--- config.mk ---
export PLATFORM = sky130hd
export DESIGN_NAME = pkg_tx_frame
export DESIGN_NICKNAME = d
export VERILOG_FILES = /design/src/rtl/pkg_tx_frame.sv
export SDC_FILE = /design/constraint.sdc
export NUM_CORES = 1
export LEC_CHECK = 0
export ABC_AREA = 1
export BUFFER_PORTS_ARGS = -buffer_cell sky130_fd_sc_hd__buf_4
export CAP_MARGIN = 25
export CORE_MARGIN = 3
export CORE_UTILIZATION = 57
export CTS_CLUSTER_DIAMETER = 40
export CTS_CLUSTER_SIZE = 24
export DETAILED_ROUTE_END_ITERATION = 10
export PLACE_DENSITY_LB_ADDON = 0.08
export SLEW_MARGIN = 20
export SYNTH_ARGS = -nofsm -noshare
export SYNTH_HDL_FRONTEND = slang
export SYNTH_SLANG_ARGS = --single-unit
--- constraint.sdc ---
create_clock -name i_clk_sys -period 2.1 [get_ports i_clk_sys]
set_input_delay 0.315 -clock i_clk_sys [delete_from_list [all_inputs] [get_ports i_clk_sys]]
set_output_delay 0.315 -clock i_clk_sys [all_outputs]
set_load 0.005 [all_outputs]
--- src/rtl/pkg_tx_frame.sv ---
// Buffers one package of 16-bit words and re-sends it as a framed byte stream:
// two sync bytes, the package bytes MSB-first, then an 8-bit additive checksum.
module pkg_tx_frame #(
    parameter int         DEPTH = 16,
    parameter logic [7:0] SYNC0 = 8'hEB,
    parameter logic [7:0] SYNC1 = 8'h90
) (
    input  logic        i_clk_sys,
    input  logic        i_rst_n,
    input  logic [15:0] i_pkg_d,
    input  logic        i_pkg_vld,
    output logic        o_pkg_done,
    output logic [7:0]  o_tx_d,
    output logic        o_tx_vld,
    input  logic        i_tx_rdy,
    output logic        o_pkg_err,
    output logic        o_busy
);

    localparam int         AW    = $clog2(DEPTH);
    localparam logic [8:0] MAX_N = 9'(DEPTH - 1);

    typedef enum logic [2:0] {
        ST_IDLE, ST_LOAD, ST_DROP, ST_SYNC0, ST_SYNC1, ST_DATA, ST_CSUM, ST_DONE
    } state_t;

    state_t          r_state;
    logic [7:0]      r_n;
    logic [7:0]      r_cnt;
    logic [7:0]      r_csum;
    logic [AW-1:0]   r_rptr;
    logic            r_hi_shown;
    logic [7:0]      r_tx_d;
    logic            r_tx_vld;
    logic            r_pkg_done;
    logic            r_pkg_err;
    logic [15:0]     r_mem [DEPTH];

    logic            w_accept;
    logic            w_wr_en;
    logic [AW-1:0]   w_wr_addr;
    logic            w_oversize;
    logic [7:0]      w_word_sum;
    logic [AW-1:0]   w_rptr_inc;
    logic [15:0]     w_rd_word;
    logic [15:0]     w_next_word;
    logic            w_in_rx;

    assign w_accept    = r_tx_vld & i_tx_rdy;
    assign w_in_rx     = (r_state == ST_IDLE) || (r_state == ST_LOAD) || (r_state == ST_DROP);
    assign w_wr_en     = i_pkg_vld && ((r_state == ST_IDLE) || (r_state == ST_LOAD));
    assign w_wr_addr   = (r_state == ST_IDLE) ? '0 : r_cnt[AW-1:0];
    assign w_oversize  = {1'b0, i_pkg_d[7:0]} > MAX_N;
    assign w_word_sum  = i_pkg_d[15:8] + i_pkg_d[7:0];
    assign w_rptr_inc  = r_rptr + AW'(1);
    assign w_rd_word   = r_mem[r_rptr];
    assign w_next_word = r_mem[w_rptr_inc];

    always_ff @(posedge i_clk_sys) begin
        if (w_wr_en) begin
            r_mem[w_wr_addr] <= i_pkg_d;
        end
    end

    always_ff @(posedge i_clk_sys or negedge i_rst_n) begin
        if (!i_rst_n) begin
            r_state    <= ST_IDLE;
            r_n        <= '0;
            r_cnt      <= '0;
            r_csum     <= '0;
            r_rptr     <= '0;
            r_hi_shown <= 1'b0;
            r_tx_d     <= '0;
            r_tx_vld   <= 1'b0;
            r_pkg_done <= 1'b0;
            r_pkg_err  <= 1'b0;
        end else begin
            r_pkg_done <= 1'b0;
            // Words arriving while a frame is on the wire are dropped and flagged.
            r_pkg_err  <= i_pkg_vld && !w_in_rx;
            case (r_state)
                ST_IDLE: begin
                    if (i_pkg_vld) begin
                        r_n    <= i_pkg_d[7:0];
                        r_cnt  <= 8'd1;
                        r_rptr <= '0;
                        r_csum <= w_word_sum;
                        if (w_oversize) begin
                            r_state <= ST_DROP;
                        end else if (i_pkg_d[7:0] == 8'd0) begin
                            r_tx_d   <= SYNC0;
                            r_tx_vld <= 1'b1;
                            r_state  <= ST_SYNC0;
                        end else begin
                            r_state <= ST_LOAD;
                        end
                    end
                end
                ST_LOAD: begin
                    if (i_pkg_vld) begin
                        r_csum <= r_csum + w_word_sum;
                        if (r_cnt == r_n) begin
                            r_tx_d   <= SYNC0;
                            r_tx_vld <= 1'b1;
                            r_state  <= ST_SYNC0;
                        end else begin
                            r_cnt <= r_cnt + 8'd1;
                        end
                    end
                end
                ST_DROP: begin
                    if (i_pkg_vld) begin
                        if (r_cnt == r_n) begin
                            r_pkg_err  <= 1'b1;
                            r_pkg_done <= 1'b1;
                            r_state    <= ST_IDLE;
                        end else begin
                            r_cnt <= r_cnt + 8'd1;
                        end
                    end
                end
                ST_SYNC0: begin
                    if (w_accept) begin
                        r_tx_d  <= SYNC1;
                        r_state <= ST_SYNC1;
                    end
                end
                ST_SYNC1: begin
                    if (w_accept) begin
                        r_tx_d     <= w_rd_word[15:8];
                        r_hi_shown <= 1'b1;
                        r_state    <= ST_DATA;
                    end
                end
                ST_DATA: begin
                    if (w_accept) begin
                        if (r_hi_shown) begin
                            r_tx_d     <= w_rd_word[7:0];
                            r_hi_shown <= 1'b0;
                        end else if (r_rptr == r_n[AW-1:0]) begin
                            r_tx_d  <= r_csum;
                            r_state <= ST_CSUM;
                        end else begin
                            r_tx_d     <= w_next_word[15:8];
                            r_rptr     <= w_rptr_inc;
                            r_hi_shown <= 1'b1;
                        end
                    end
                end
                ST_CSUM: begin
                    if (w_accept) begin
                        r_tx_vld   <= 1'b0;
                        r_pkg_done <= 1'b1;
                        r_state    <= ST_DONE;
                    end
                end
                ST_DONE: begin
                    r_state <= ST_IDLE;
                end
                default: begin
                    r_state <= ST_IDLE;
                end
            endcase
        end
    end

    assign o_tx_d     = r_tx_d;
    assign o_tx_vld   = r_tx_vld;
    assign o_pkg_done = r_pkg_done;
    assign o_pkg_err  = r_pkg_err;
    assign o_busy     = (r_state != ST_IDLE);

endmodule

==> results_dict.tcl <==
set metrics [dict create \
    dp_hpwl_um 28740 \
    setup_viol 0 \
    diodes 0 \
    tritoncts "built" \
    initial_utilization 0.5818 \
    grt_first_pass_wirelength_um 65270 \
    rsz0062_at_grt "true" \
    cts_buffers 39 \
    synth_nets 1561 \
    synthCells 1523 \
    worst_slew_pin_slew_ns 0.5948 \
    num_rows 58 \
    yosysUniqueCellTypes 45 \
    antenna_found_initial 0 \
    dieHeight_um 166.6 \
    boundaryPins 32 \
    wl_um 43100 \
    vias 11826 \
    fin_nets 1691 \
    fill_cells 1831 \
    globalplace.congestion 0.9573 \
    hp-class "input pin to flip-flop" \
    yosysWarnings 0 \
    antenna_left 0 \
    clkLatencyLatePin_ns 0.52 \
    layout_common_cells "nand2_1, edfxtp_1, nand3_1" \
    core_area_um2 25250 \
    die_w_um 166.6 \
    synth-seq-cells 299 \
    final_common_cell "nand2_1" \
    grt_start_max_net_pins 78 \
    io_buffers 31 \
    slowest_delay_ns 0.53 \
    avgSynthCellArea_um2 9.647 \
    fmax_mhz 494.6 \
    finalClockSkew_ns 0.01561 \
    root_buffer "clkbuf_16" \
    path_cells "buf_8, clkinv_8, buf_8, buf_4, nor2_1, o211ai_1, nand2_1, nand3_1, nand2_1, inv_1, nand2_1, a21oi_1" \
    clk_pin_slew_ns 0.06 \
    worstPathRequired_ns 2.54 \
    final_util 0.7107 \
    htreeDepth 2 \
    end_kind "flip-flop" \
    p_leak_nw 7.114 \
    cts_sinks 299 \
    period_needed_ns 2.022 \
    clockBufferDepth 3 \
    crit_slowest_cell "dfrtp_4" \
    period_share 0.9628 \
    p_per_area_nw_per_um2 1185 \
    drv_cap 0 \
    first_iter_violations 1240 \
    crit_fanout 14 \
    netlist_area_um2 14690 \
    hold_viol_final 0 \
    syn_to_final_growth_pct 22.16 \
    p_total_mw 21.26 \
    first_global_vias 11280 \
    crit_top_cell "nand2_1" \
    grt_usage 0.3055 \
    wl_per_cell_um 21.42 \
    cp.arrival_ns 2.46 \
    drive_gt1_frac 0.1956 \
    max_slew_margin 0.6035 \
    maxSlewViolCount 0 \
    status "completed" \
    seq_area_frac_synth 0.5964 \
    dr.pass1.iters 6 \
    crit_type "flip-flop to flip-flop" \
    peakVddDrop_mv 1.093 \
    grt_overflow 0 \
    vias_per_cell 5.878 \
    cp-start-kind "flip-flop" \
    dieArea_um2 27740 \
    timing.hold.ws_ns 0.01435 \
    drc_errors 0 \
]
-- flip-flops by register name, indices dropped and copies added (netlist names) --
signal      flops
o_pkg_done      1
o_pkg_err       1
o_tx_d          8
o_tx_vld        1
r_cnt           8
r_csum          8
r_hi_shown      1
r_mem         256
r_n             8
r_rptr          4
r_state         3
-- stage by stage --
step	setup WS, ns	cell area (µm²)	TNS [ns]	instances
after floorplan	-0.1922	14810	-12.59	1523
after global placement	-0.5074	16330	-2.156	1937
after detailed placement	-0.5151	16330	-2.654	1937
after CTS	-0.001612	17660	-0.001986	2008
after global routing	-0.05176	17950	-0.07952	2012
final	0.07817	17950	0	2012
-- cell type report --
cell class | count | area, µm² | share of cell area
clock buffers | 41 | 983.4 | 0.05479
clock inverters | 29 | 301.5 | 0.01680
inverters | 161 | 619.3 | 0.03451
multi-input cells | 985 | 5199 | 0.2896
flip-flops and latches | 299 | 8768 | 0.4885
well taps | 330 | 412.9 | 0.02300
repair buffers | 167 | 1664 | 0.09272
-- worst max-delay path, delay by kind of cell, from the launching register on --
family / cells / cell delay, ns
DFF: 1 / 0.53
AOI/OAI and AO/OA: 2 / 0.34
buffers and inverters: 5 / 0.63
and+or+nand+nor: 5 / 0.41
-- layer usage --
layer,vias up,GRT usage,part of all wire
met4,0,0.1428,0.049
met1,5592,0.4198,0.41
met5,-,0,0
li1,5523,-,-
met3,142,0.04510,0.081
met2,569,0.4860,0.46
-- where the power goes --
part	switching, mW	internal (mW)
Clock	2.65	3.87
Combinational	4.52	2.85
Sequential	0.383	7.00
Total	7.55	13.7
-- cells by family (layout without fill, tap and decap cells) --
group	count (synthesis)	after routing	synth area share
flops	299	299	0.5964
buf+inv	239	398	0.06923
simple gates	626	626	0.1804
fa+ha+maj	18	18	0.01635
compound gates	323	323	0.1245
xor+xnor	18	18	0.01303
-- cell usage after synthesis (all sizes together) --
| master | instances | share of area |
|---|---|---|
| fa | 2 | 0.0027 |
| buf | 65 | 0.025 |
| clkinv | 2 | 0.00051 |
| or2 | 4 | 0.0017 |
| a21oi | 104 | 0.035 |
| ha | 16 | 0.014 |
| o21a | 3 | 0.0015 |
| edfxtp | 256 | 0.52 |
| xnor2 | 12 | 0.0077 |
| nand2b | 1 | 0.00043 |
| a21boi | 3 | 0.0023 |
| clkbuf | 13 | 0.0034 |
| or3 | 1 | 0.00043 |
| xor2 | 6 | 0.0054 |
| nand4 | 8 | 0.0034 |
| o221ai | 1 | 0.00060 |
| nand3b | 2 | 0.0010 |
| a31oi | 3 | 0.0013 |
| o22ai | 5 | 0.0021 |
| nand2 | 336 | 0.088 |
| o211a | 1 | 0.00068 |
| a22oi | 1 | 0.00051 |
| nor3 | 5 | 0.0017 |
| inv | 159 | 0.041 |
| a21o | 1 | 0.00051 |
| nor2 | 109 | 0.029 |
| o21ai | 136 | 0.046 |
| dfrtp | 43 | 0.073 |
| nand3 | 160 | 0.055 |
| o211ai | 65 | 0.033 |
-- what timing repair did --
item	in CTS	in global routing
hold endpoints to repair	43	0
resized for setup	9	65
pin swaps	1	33
gates cloned	0	2
buffers inserted	0	2
hold buffers	1	0
endpoints found under the setup margin	26	11
-- final timing paths --
kind,startpoint,end,slack (ns),cells past startpoint
min reg2reg,o_tx_d[2],o_tx_d[2],0.50,2
max in group asynchronous,i_rst_n,r_rptr[0],1.29,2
max,r_rptr[0],o_tx_d[5],0.08,12
min in group asynchronous,i_rst_n,o_tx_d[3],0.36,2
min,i_pkg_d[8],r_mem[10][8],0.01,1
max reg2reg,r_rptr[0],o_tx_d[5],0.08,12
Power figures use the tool's default switching activity.
